$ cat config.mk
export PLATFORM = sky130hd
export DESIGN_NAME = mreq_responder_flat
export DESIGN_NICKNAME = d
export VERILOG_FILES = /design/src/rtl/mreq_responder_if.sv /design/src/rtl/mreq_responder.sv /design/src/flat_wrapper.sv
export SDC_FILE = /design/constraint.sdc
export NUM_CORES = 1
export LEC_CHECK = 0
export CAP_MARGIN = 10
export CORE_UTILIZATION = 30
export DETAILED_ROUTE_END_ITERATION = 10
export PLACE_DENSITY_LB_ADDON = 0.05
export SLEW_MARGIN = 20
export SYNTH_ARGS = -nofsm -noshare
export SYNTH_HDL_FRONTEND = slang
export SYNTH_SLANG_ARGS = --single-unit
export TNS_END_PERCENT = 30
$ cat constraint.sdc
create_clock -name sys_clk -period 1.7 [get_ports sys_clk]
set_input_delay 0.34 -clock sys_clk [delete_from_list [all_inputs] [get_ports sys_clk]]
set_output_delay 0.34 -clock sys_clk [all_outputs]
set_load 0.02 [all_outputs]
$ cat src/rtl/mreq_responder_if.sv
// rtl/mreq_responder_if.sv - memory-request bus signals between initiator and responder
interface mreq_responder_if #(
   parameter int AW = 24
);
   logic          mreq;
   logic          rw;
   logic [2:0]    w;
   logic          justify;
   logic [AW-1:0] a;
   logic [63:0]   din;
   logic [63:0]   dout;
   logic          ack;
   logic          notack;

   modport master (
      output mreq, rw, w, justify, a, din,
      input  dout, ack, notack
   );

   modport slave (
      input  mreq, rw, w, justify, a, din,
      output dout, ack, notack
   );
endinterface

$ cat src/rtl/mreq_responder.sv
// rtl/mreq_responder.sv - memory-request bus responder driving a single-port local memory
// Optional feature macro MREQ_JUSTIFY_EN: right-justify narrow read data when justify is latched high.
module mreq_responder #(
   parameter int AW          = 24,
   parameter int WAIT_STATES = 1
) (
   input  logic            sys_clk,
   input  logic            reset,
   mreq_responder_if.slave bus,
   output logic [AW-4:0]   mem_addr,
   output logic [7:0]      mem_be,
   output logic            mem_re,
   output logic            mem_we,
   output logic [63:0]     mem_wdata,
   input  logic [63:0]     mem_rdata,
   input  logic            mem_rdy
);

   typedef enum logic [1:0] {S_IDLE, S_ACCESS, S_WAIT, S_ACK} state_t;

   state_t        state_q, state_d;
   logic [3:0]    cnt_q, cnt_d;
   logic          rw_q, rw_d;
   logic          ack_q, ack_d;
   logic          notack_q, notack_d;
   logic          mem_re_q, mem_re_d;
   logic          mem_we_q, mem_we_d;
   logic [AW-4:0] mem_addr_q, mem_addr_d;
   logic [7:0]    mem_be_q, mem_be_d;
   logic [63:0]   mem_wdata_q, mem_wdata_d;
   logic [63:0]   dout_q, dout_d;
   logic [63:0]   rdata_sel;

   // Lane mask with lane 0 in bit 7; the low address bits are truncated to the transfer size.
   function automatic logic [7:0] lane_mask(input logic [2:0] w, input logic [2:0] lo);
      logic [7:0] m;
      case (w)
         3'b001:  m = 8'h80 >> lo;
         3'b010:  m = 8'hC0 >> {lo[2:1], 1'b0};
         3'b100:  m = 8'hF0 >> {lo[2], 2'b00};
         default: m = 8'hFF;
      endcase
      return m;
   endfunction

`ifdef MREQ_JUSTIFY_EN
   logic [2:0] w_q, w_d;
   logic [2:0] lo_q, lo_d;
   logic       justify_q, justify_d;

   // Shift the selected lanes to the top of the phrase, then take them as the low bits.
   function automatic logic [63:0] justify_lanes(input logic [63:0] data, input logic [2:0] w,
                                                 input logic [2:0] lo);
      logic [63:0] sh;
      logic [63:0] r;
      sh = data;
      case (w)
         3'b001: begin
            sh = data << {lo, 3'b000};
            r  = {56'd0, sh[63:56]};
         end
         3'b010: begin
            sh = data << {lo[2:1], 4'b0000};
            r  = {48'd0, sh[63:48]};
         end
         3'b100: begin
            sh = data << {lo[2], 5'b00000};
            r  = {32'd0, sh[63:32]};
         end
         default: r = sh;
      endcase
      return r;
   endfunction

   // Read data as it will be presented on dout: justified only when requested.
   always_comb begin
      rdata_sel = mem_rdata;
      if (justify_q) rdata_sel = justify_lanes(mem_rdata, w_q, lo_q);
   end
`else
   logic unused_justify;
   assign unused_justify = bus.justify;
   assign rdata_sel      = mem_rdata;
`endif

   // Next-state and registered-output computation for the request cycle.
   always_comb begin
      state_d     = state_q;
      cnt_d       = cnt_q;
      rw_d        = rw_q;
      ack_d       = 1'b0;
      mem_re_d    = 1'b0;
      mem_we_d    = 1'b0;
      mem_addr_d  = mem_addr_q;
      mem_be_d    = mem_be_q;
      mem_wdata_d = mem_wdata_q;
      dout_d      = dout_q;
`ifdef MREQ_JUSTIFY_EN
      w_d         = w_q;
      lo_d        = lo_q;
      justify_d   = justify_q;
`endif
      case (state_q)
         S_IDLE: begin
            // A still-high mreq during ack belongs to the finished cycle.
            if (bus.mreq && !ack_q) begin
               rw_d        = bus.rw;
               mem_addr_d  = bus.a[AW-1:3];
               mem_be_d    = lane_mask(bus.w, bus.a[2:0]);
               mem_wdata_d = bus.din;
               cnt_d       = 4'(WAIT_STATES);
               mem_re_d    = bus.rw;
               mem_we_d    = !bus.rw;
`ifdef MREQ_JUSTIFY_EN
               w_d         = bus.w;
               lo_d        = bus.a[2:0];
               justify_d   = bus.justify;
`endif
               state_d     = S_ACCESS;
            end
         end
         // The strobe cycle already counts as the first wait evaluation.
         S_ACCESS, S_WAIT: begin
            if (cnt_q != 4'd0) begin
               cnt_d   = cnt_q - 4'd1;
               state_d = S_WAIT;
            end else if (mem_rdy) begin
               if (rw_q) dout_d = rdata_sel;
               ack_d   = 1'b1;
               state_d = S_ACK;
            end else begin
               state_d = S_WAIT;
            end
         end
         S_ACK:   state_d = S_IDLE;
         default: state_d = S_IDLE;
      endcase
      notack_d = !ack_d;
   end

   // State and output registers; reset abandons any cycle in progress.
   always_ff @(posedge sys_clk) begin
      if (reset) begin
         state_q     <= S_IDLE;
         cnt_q       <= 4'd0;
         rw_q        <= 1'b0;
         ack_q       <= 1'b0;
         notack_q    <= 1'b1;
         mem_re_q    <= 1'b0;
         mem_we_q    <= 1'b0;
         mem_addr_q  <= '0;
         mem_be_q    <= 8'h00;
         mem_wdata_q <= 64'd0;
         dout_q      <= 64'd0;
`ifdef MREQ_JUSTIFY_EN
         w_q         <= 3'd0;
         lo_q        <= 3'd0;
         justify_q   <= 1'b0;
`endif
      end else begin
         state_q     <= state_d;
         cnt_q       <= cnt_d;
         rw_q        <= rw_d;
         ack_q       <= ack_d;
         notack_q    <= notack_d;
         mem_re_q    <= mem_re_d;
         mem_we_q    <= mem_we_d;
         mem_addr_q  <= mem_addr_d;
         mem_be_q    <= mem_be_d;
         mem_wdata_q <= mem_wdata_d;
         dout_q      <= dout_d;
`ifdef MREQ_JUSTIFY_EN
         w_q         <= w_d;
         lo_q        <= lo_d;
         justify_q   <= justify_d;
`endif
      end
   end

   assign bus.ack    = ack_q;
   assign bus.notack = notack_q;
   assign bus.dout   = dout_q;
   assign mem_addr   = mem_addr_q;
   assign mem_be     = mem_be_q;
   assign mem_re     = mem_re_q;
   assign mem_we     = mem_we_q;
   assign mem_wdata  = mem_wdata_q;

endmodule

$ cat src/flat_wrapper.sv
// flat-port wrapper written by rule: the top's interface ports become plain ports
module mreq_responder_flat 
#(
   parameter int AW          = 24,
   parameter int WAIT_STATES = 1
)
  (sys_clk, reset, mem_addr, mem_be, mem_re, mem_we, mem_wdata, mem_rdata, mem_rdy, bus_mreq, bus_rw, bus_w, bus_justify, bus_a, bus_din, bus_dout, bus_ack, bus_notack);
  mreq_responder_if #(.AW(AW)) bus_i ();
  input  logic sys_clk;
  input  logic reset;
  output logic [AW-4:0] mem_addr;
  output logic [7:0] mem_be;
  output logic mem_re;
  output logic mem_we;
  output logic [63:0] mem_wdata;
  input  logic [63:0] mem_rdata;
  input  logic mem_rdy;
  input wire logic [$bits(bus_i.mreq)-1:0] bus_mreq;
  input wire logic [$bits(bus_i.rw)-1:0] bus_rw;
  input wire logic [$bits(bus_i.w)-1:0] bus_w;
  input wire logic [$bits(bus_i.justify)-1:0] bus_justify;
  input wire logic [$bits(bus_i.a)-1:0] bus_a;
  input wire logic [$bits(bus_i.din)-1:0] bus_din;
  output wire logic [$bits(bus_i.dout)-1:0] bus_dout;
  output wire logic [$bits(bus_i.ack)-1:0] bus_ack;
  output wire logic [$bits(bus_i.notack)-1:0] bus_notack;
  assign bus_i.mreq = bus_mreq;
  assign bus_i.rw = bus_rw;
  assign bus_i.w = bus_w;
  assign bus_i.justify = bus_justify;
  assign bus_i.a = bus_a;
  assign bus_i.din = bus_din;
  assign bus_dout = bus_i.dout;
  assign bus_ack = bus_i.ack;
  assign bus_notack = bus_i.notack;
  mreq_responder #(.AW(AW), .WAIT_STATES(WAIT_STATES)) u_core (.sys_clk(sys_clk), .reset(reset), .bus(bus_i), .mem_addr(mem_addr), .mem_be(mem_be), .mem_re(mem_re), .mem_we(mem_we), .mem_wdata(mem_wdata), .mem_rdata(mem_rdata), .mem_rdy(mem_rdy));
endmodule
==> summary.txt, run 1 <==
Placed design
  • RD Place Congestion: 0.7473
  • DP Wirelength: 13.60 mm
  • Port Buffer Count: 320

Power and ir drop
  • Sequential share of power: 0.357
  • Int Power: 8.954 mW
  • Switching Share: 0.3376
  • PwrDens: 1273 nW/um2
  • Pleak: 4.653 nW
  • Combinational fraction of design power: 0.339
  • VDD IR-drop max: 0.7989 mV
  • Net Switching: 4.563 mW
  • Clock share of power: 0.304

Synth
  • Most common cell in the netlist: nand2_1
  • Ys flop type: dfxtp_1
  • Syn avg cell area: 7.954 um2
  • Commonest cells post-synth: nand2_1, dfxtp_1, a21oi_1
  • Synth top area cells: dfxtp_1, nand2_1, a21oi_1
  • Post-synth top area cell: dfxtp_1
  • Syn Nets: 933
  • Number of synthesized register bits: 168
  • Syn. warnings: 0
  • Post-synth EDFFs: 0
  • Synthesized cell area: 6108 um2
  • Number of distinct library cells after synthesis: 38
  • Mapped Cells: 768
  • Synth top area share: 0.5506
  • Share of flip-flops with an asynchronous set or reset: 0
  • Sequential-to-total area share from yosys stat: 0.5506

Cells and area
  • Multi-input gate area: 2641 um2
  • Util after Layout: 0.5386
  • Fillers: 1940
  • NumNets Final: 1264
  • Fraction of layout cells with a size suffix above 1: 0.1160
  • Syn-to-layout area delta: 73.86%
  • Register area: 3366 um2

Clocking
  • CTS buffer count: 17
  • Post-CTS Hold Fix Bufs: 0
  • Clock-pin slew on the worst setup and hold paths: 0.07 ns
  • Clock tree sinks: 168
  • H-tree Lvls: 4
  • CTS tree: yes
  • Clk_lat worst skew: 0.42 ns
  • CTS max path bufs: 2
  • Setup Fix Bufs, Post-CTS: 0
  • CTS root buf: clkbuf_16

Global route
  • Met2 Usage GRT: 0.2915
  • M1 GR Usage: 0.2110
  • M3 GR Usage: 0.08490
  • Maximum number of pins on one net before global-route repair: 47
  • Vias in the first global route: 5611
  • Gr busiest metal: met2
  • Initial antenna violation count: 1
  • Total track usage: 0.1805
  • Remaining Overflow, GRT: 0
  • First-pass GRT wire length: 29.35 mm

Floorplan
  • Initial Utilization: 0.3098
  • Cell Rows: 51
  • Die ar.: 20940 um2
  • Die Y: 144.7 um
  • Core area: 19720 um2
  • Die W: 144.7 um
  • I/O pin count: 322

Worst setup path
  • Arrival time worst endpoint: 2.06 ns
  • R2R cell count: 7
  • Crit-path max cell delay: 0.34 ns
  • CP Capture Type: flop
  • Type of origin of the critical path: flop
  • WS Path Type: flop to flop
  • CP max-delay cell: dfxtp_2
  • Worst path cell trace: inv_2 > ha_4 > and4bb_4 > and3_4 > clkbuf_16 > nand2_2 > a21oi_1
  • Reg-to-reg slack, setup: -0.02 ns
  • Critical Path Fanout Max: 7
  • Worst EP required: 2.04 ns

Timing
  • Rel. slew slack: 0.7577
  • Setup Viol. Count Final: 2
  • Final min period: 1.719 ns
  • Tcrit/Tclk final: 1.011
  • Final setup TNS: -0.02461 ns
  • Fmax: 0.5817 GHz
  • Final Skew: 0.01100 ns
  • Number of hold violations in the final report: 0
  • Post-route setup slack: -0.01907 ns
  • RSZ-0062 raised after global routing: yes
  • Pins over their slew limit: 0
  • Actual slew at the worst max-slew pin: 0.3543 ns

Run status
  • Failing checks: negative setup slack
  • Status: complete, but fails checks

Routing
  • 1st-pass router iterations: 5
  • Via count: 6157
  • DRC: 0
  • DR WL/cell: 14.95 um
  • Initial DRC count: 199
  • Post-route ant nets: 0
  • Drt via density: 4.468
  • Final wirelength: 20.60 mm

Run
  • Max-cap viol count: 0

Worst hold path
  • Hold Path Class: input port to flop
  • Worst hold stages: 2
-- state kept, by name, summed over array words and instances, names as in the netlist --
register and cells:
u_core.bus.dout 64, u_core.bus.notack 1, u_core.mem_re 1, u_core.state_q 2
u_core.mem_addr 21, u_core.mem_wdata 64, u_core.mem_we 1, u_core.mem_be 8
u_core.bus.ack 1, u_core.cnt_q 4, u_core.rw_q 1
-- through the flow --
stage	worst slack (ns)	cells	hold WS (ns)	total power, mW	area [um2]
2_1_floorplan	-0.01780	768	0.4193	7.268	6113
3_3_place_gp	-0.3177	1335	0.4413	9.700	9832
3_5_place_dp	-0.3384	1335	0.4453	9.706	9832
4_1_cts	0.0006049	1367	0.2970	13.50	10260
5_1_grt	-0.08266	1378	0.3251	14.32	10620
6_report	-0.01907	1378	0.3258	13.52	10620
-- final timing paths --
kind,startpoint,endpoint
worst min register to register,u_core.bus.dout[38],u_core.bus.dout[38]
worst max-delay path,u_core.state_q[0],u_core.bus.dout[40]
worst max register to register,u_core.state_q[0],u_core.bus.dout[40]
worst min-delay path,reset,u_core.bus.dout[17]
-- power groups by stage --
stage / combinational (mW) / sequential (mW) / clock [mW]
6_report: 4.58 / 4.82 / 4.11
5_1_grt: 5.04 / 4.90 / 4.38
4_1_cts: 4.45 / 4.82 / 4.23
3_5_place_dp: 4.78 / 4.92 / 0
3_3_place_gp: 4.80 / 4.90 / 0
2_1_floorplan: 1.69 / 5.58 / 0
-- final cells by class --
| type | count | area share |
|---|---|---|
| Clock inverter | 14 | 0.01720 |
| Tap cell | 265 | 0.03122 |
| Inverter | 7 | 0.002474 |
| Timing Repair Buffer | 368 | 0.3419 |
| Sequential cell | 168 | 0.3169 |
| Antenna cell | 1 | 0.0002356 |
| Clock buffer | 18 | 0.04135 |
| Multi-Input combinational cell | 537 | 0.2487 |
-- cells by family (layout without fill, tap and decap cells) --
kind of cell,Yosys count,in the layout,share of synthesized area
AND/OR/NAND/NOR,356,357,0.2376
flip-flops,168,168,0.5506
buffers and inverters,64,407,0.04855
multiplexers,2,2,0.003277
other,0,1,0
adder cells (fa/ha/maj),4,4,0.008194
AO/OA/AOI/OAI,174,174,0.1518
-- metal layers --
layer	up-vias	routed length, um	share of wire
met5	-	0	0
met4	0	225	0.011
met3	16	2211	0.11
met2	211	9646	0.47
met1	2755	8520	0.41
li1	3175	-	-
-- worst max-delay path, delay by kind of cell (launching register included) --
kind                       cells  cell delay [ns]
buffers and inverters          2             0.24
AOI/OAI and AO/OA              1             0.14
adders and majority gates      1             0.26
and+or+nand+nor                3             0.67
DFF                            1             0.34
-- timing repair --
item | 4_1_cts | 5_1_grt
gates resized for setup | 158 | 51
cloned | 0 | 10
pin swaps | 0 | 18
setup endpoints to repair | 194 | 73
hold endpoints to repair | 0 | 0
-- cell usage in the layout, fill, tap and decap left out, drive strengths merged, types with 2 or more instances in the layout --
cell type,netlist,layout
nor3b,4,4
nand3,2,2
o21ai,2,2
ha,4,4
inv,7,14
mux2i,2,2
clkdlybuf4s50,0,158
a2111oi,2,2
a211oi,5,5
nand2,305,305
bufinv,0,3
clkinv,0,3
a311oi,3,3
nand3b,4,4
a21oi,158,158
nor2,15,15
dlygate4sd2,0,156
and3,1,2
nand2b,4,4
dfxtp,168,168
clkbuf,30,23
dlymetal6s2s,0,5
buf,27,44
or3b,2,2
nor4bb,2,2
nor3,10,10
Power figures use the tool's default switching activity.
==> inputs of run 2 (changes only) <==
Settings changed: CORE_UTILIZATION 30 to 36.
==> run 2 against run 1 <==
Effect of this change: the flow now finishes without violations; routed wire length is 7.3% lower; total power down 1.6%; via count increased by 1.4%; critical path depth increased by 1; clock skew up 0.0018 ns; clock-buffer cell count grew 2; global-route usage increased by 3.1 points; clock power decreased by 5%; register-to-register slack better by 0.08 ns; die area down 16%.
==> summary.txt, run 2 (synthesis gave the netlist of run 1 again) <==
Timing
  • Tcrit/Tclk final: 0.9626
  • Setup Viol. Count Final: 0
  • Pins over their slew limit: 0
  • Actual slew at the worst max-slew pin: 0.4012 ns
  • RSZ-0062 raised after global routing: yes
  • Number of hold violations in the final report: 0
  • Rel. slew slack: 0.7325
  • Final min period: 1.636 ns
  • Final Skew: 0.01279 ns
  • Fmax: 0.6111 GHz

Cells and area
  • Util after Layout: 0.6271
  • Fraction of layout cells with a size suffix above 1: 0.09375
  • Fillers: 1565
  • Syn-to-layout area delta: 70.24%
  • Commonest non-fill, non-tap cell in the layout: nand2_1
  • NumNets Final: 1272
  • Most frequent cells in the layout: nand2_1, dfxtp_1, dlygate4sd2_1, clkdlybuf4s50_1, a21oi_1
  • Antenna diode count: 0
  • Design area: 10400 um2

Floorplan
  • Core area: 16580 um2
  • Die W: 132.3 um
  • Die Y: 132.3 um
  • Cell Rows: 47
  • Initial Utilization: 0.3683
  • I/O pin count: 322
  • Die ar.: 17490 um2

Clocking
  • Clock tree sinks: 168
  • H-tree Lvls: 4
  • Post-CTS Hold Fix Bufs: 0
  • CTS buffer count: 17
  • Clock-pin slew on the worst setup and hold paths: 0.06 ns
  • CTS max path bufs: 2
  • CTS root buf: clkbuf_16
  • Clk_lat worst skew: 0.43 ns
  • CTS tree: yes

Worst setup path
  • Crit-path max cell delay: 0.32 ns
  • Setup crit start: u_core.state_q[0]
  • CP Capture Type: flop
  • R2r startpoint: u_core.state_q[0]
  • Critical Path Fanout Max: 13
  • WS Path Type: flop to flop
  • Worst EP required: 2.00 ns
  • CP max-delay cell: dfxtp_2
  • Arrival time worst endpoint: 1.93 ns
  • Worst path cell trace: inv_1 > ha_4 > and4bb_1 > buf_4 > nand3_4 > clkbuf_16 > nand2_1 > a21oi_1
  • Type of origin of the critical path: flop

Global route
  • Total track usage: 0.2119
  • M3 GR Usage: 0.08266
  • First-pass GRT wire length: 29.48 mm
  • Maximum number of pins on one net before global-route repair: 53
  • Met2 Usage GRT: 0.3471
  • Gr busiest metal: met2
  • Initial antenna violation count: 0
  • M1 GR Usage: 0.2495
  • Vias in the first global route: 5778
  • Remaining Overflow, GRT: 0

Power and ir drop
  • Int Power: 8.848 mW
  • Net Switching: 4.448 mW
  • Pleak: 4.541 nW
  • Combinational fraction of design power: 0.344
  • Switching Share: 0.3345
  • Sequential share of power: 0.362
  • PwrDens: 1279 nW/um2
  • VDD IR-drop max: 0.7418 mV
  • Clock share of power: 0.294

Run
  • Max-cap viol count: 0

Routing
  • DRC: 0
  • Via count: 6242
  • 1st-pass router iterations: 4
  • DR WL/cell: 14.25 um
  • Post-route ant nets: 0
  • Drt via density: 4.658
  • Initial DRC count: 311
  • Final wirelength: 19.10 mm

Placed design
  • RD Place Congestion: 0.7847
  • Port Buffer Count: 320
  • DP Wirelength: 13.12 mm
  • Placed Area: 9868 um2

Worst hold path
  • Hold Path Class: input port to flop
  • Hold_sp: reset

Run status
  • Status: finished, final reports clean
run 2: cell types whose count changed in the layout (fill, tap and decap cells not counted), moves of 5 or more:
cell,before,now
buf_4,28,42
nand2_4,6,0
dlymetal6s2s_1,5,0
nand2_2,8,0
dlygate4sd2_1,156,161
nand2_1,291,305
a21oi_2,19,4
a21oi_1,139,154
run 2: power by group through the flow:
stage                     Sequential (mW)  Clock [mW]  Combinational, mW
after floorplan                      5.58           0               1.69
after global placement               4.89           0               4.86
after detailed placement             4.91           0               4.87
after CTS                            4.81        4.01               4.54
after global routing                 4.89        4.18               5.03
final                                4.81        3.92               4.57
run 2: worst max-delay path: cells and delay by family (launching register included):
family                   cells  cell delay [ns]
buffers and inverters        3             0.42
AO/OA/AOI/OAI                1             0.06
AND/OR/NAND/NOR              3             0.45
flip-flops                   1             0.32
adder cells (fa/ha/maj)      1             0.26
run 2: what timing repair did:
item	4_1_cts	5_1_grt
cloned	0	4
hold endpoints to repair	0	0
resized for setup	162	9
endpoints found under the setup margin	162	56
setup buffers	0	0
pin swaps	0	3
run 2: layer usage:
layer	share of wire	wire length [um]
met5	0	0
met4	0.021	393
met3	0.089	1704
met2	0.47	8906
met1	0.42	8095
run 2: final timing paths:
check | endpoint | slack, ns | depth (start not counted)
worst min-delay path | u_core.bus.dout[32] | 0.35 | 2
worst max-delay path | u_core.bus.dout[58] | 0.06 | 8
worst max register to register | u_core.bus.dout[58] | 0.06 | 8
worst min register to register | u_core.bus.dout[24] | 0.45 | 2
run 2: final cells by class:
cell class                 count  area, um2  share of cell area
timing repair buffer         377       3625              0.3486
sequential                   168       3367              0.3238
multi-input combinational    536       2509              0.2412
clock buffer                  20      456.7             0.04392
tap                          220      275.3             0.02647
clock inverter                12      140.1             0.01348
inverter                       7      26.28            0.002527
run 2: stage by stage:
step | setup slack, ns | hold slack [ns] | cells | TNS, ns | total power [mW]
final | 0.06361 | 0.3471 | 1340 | 0 | 13.30
after global routing | -0.02282 | 0.3511 | 1340 | -0.3301 | 14.10
after CTS | 0.03171 | 0.3380 | 1336 | 0 | 13.36
after floorplan | -0.01780 | 0.4193 | 768 | -1.064 | 7.268
after detailed placement | -0.3141 | 0.4453 | 1304 | -3.033 | 9.785
after global placement | -0.2951 | 0.4400 | 1304 | -1.916 | 9.754
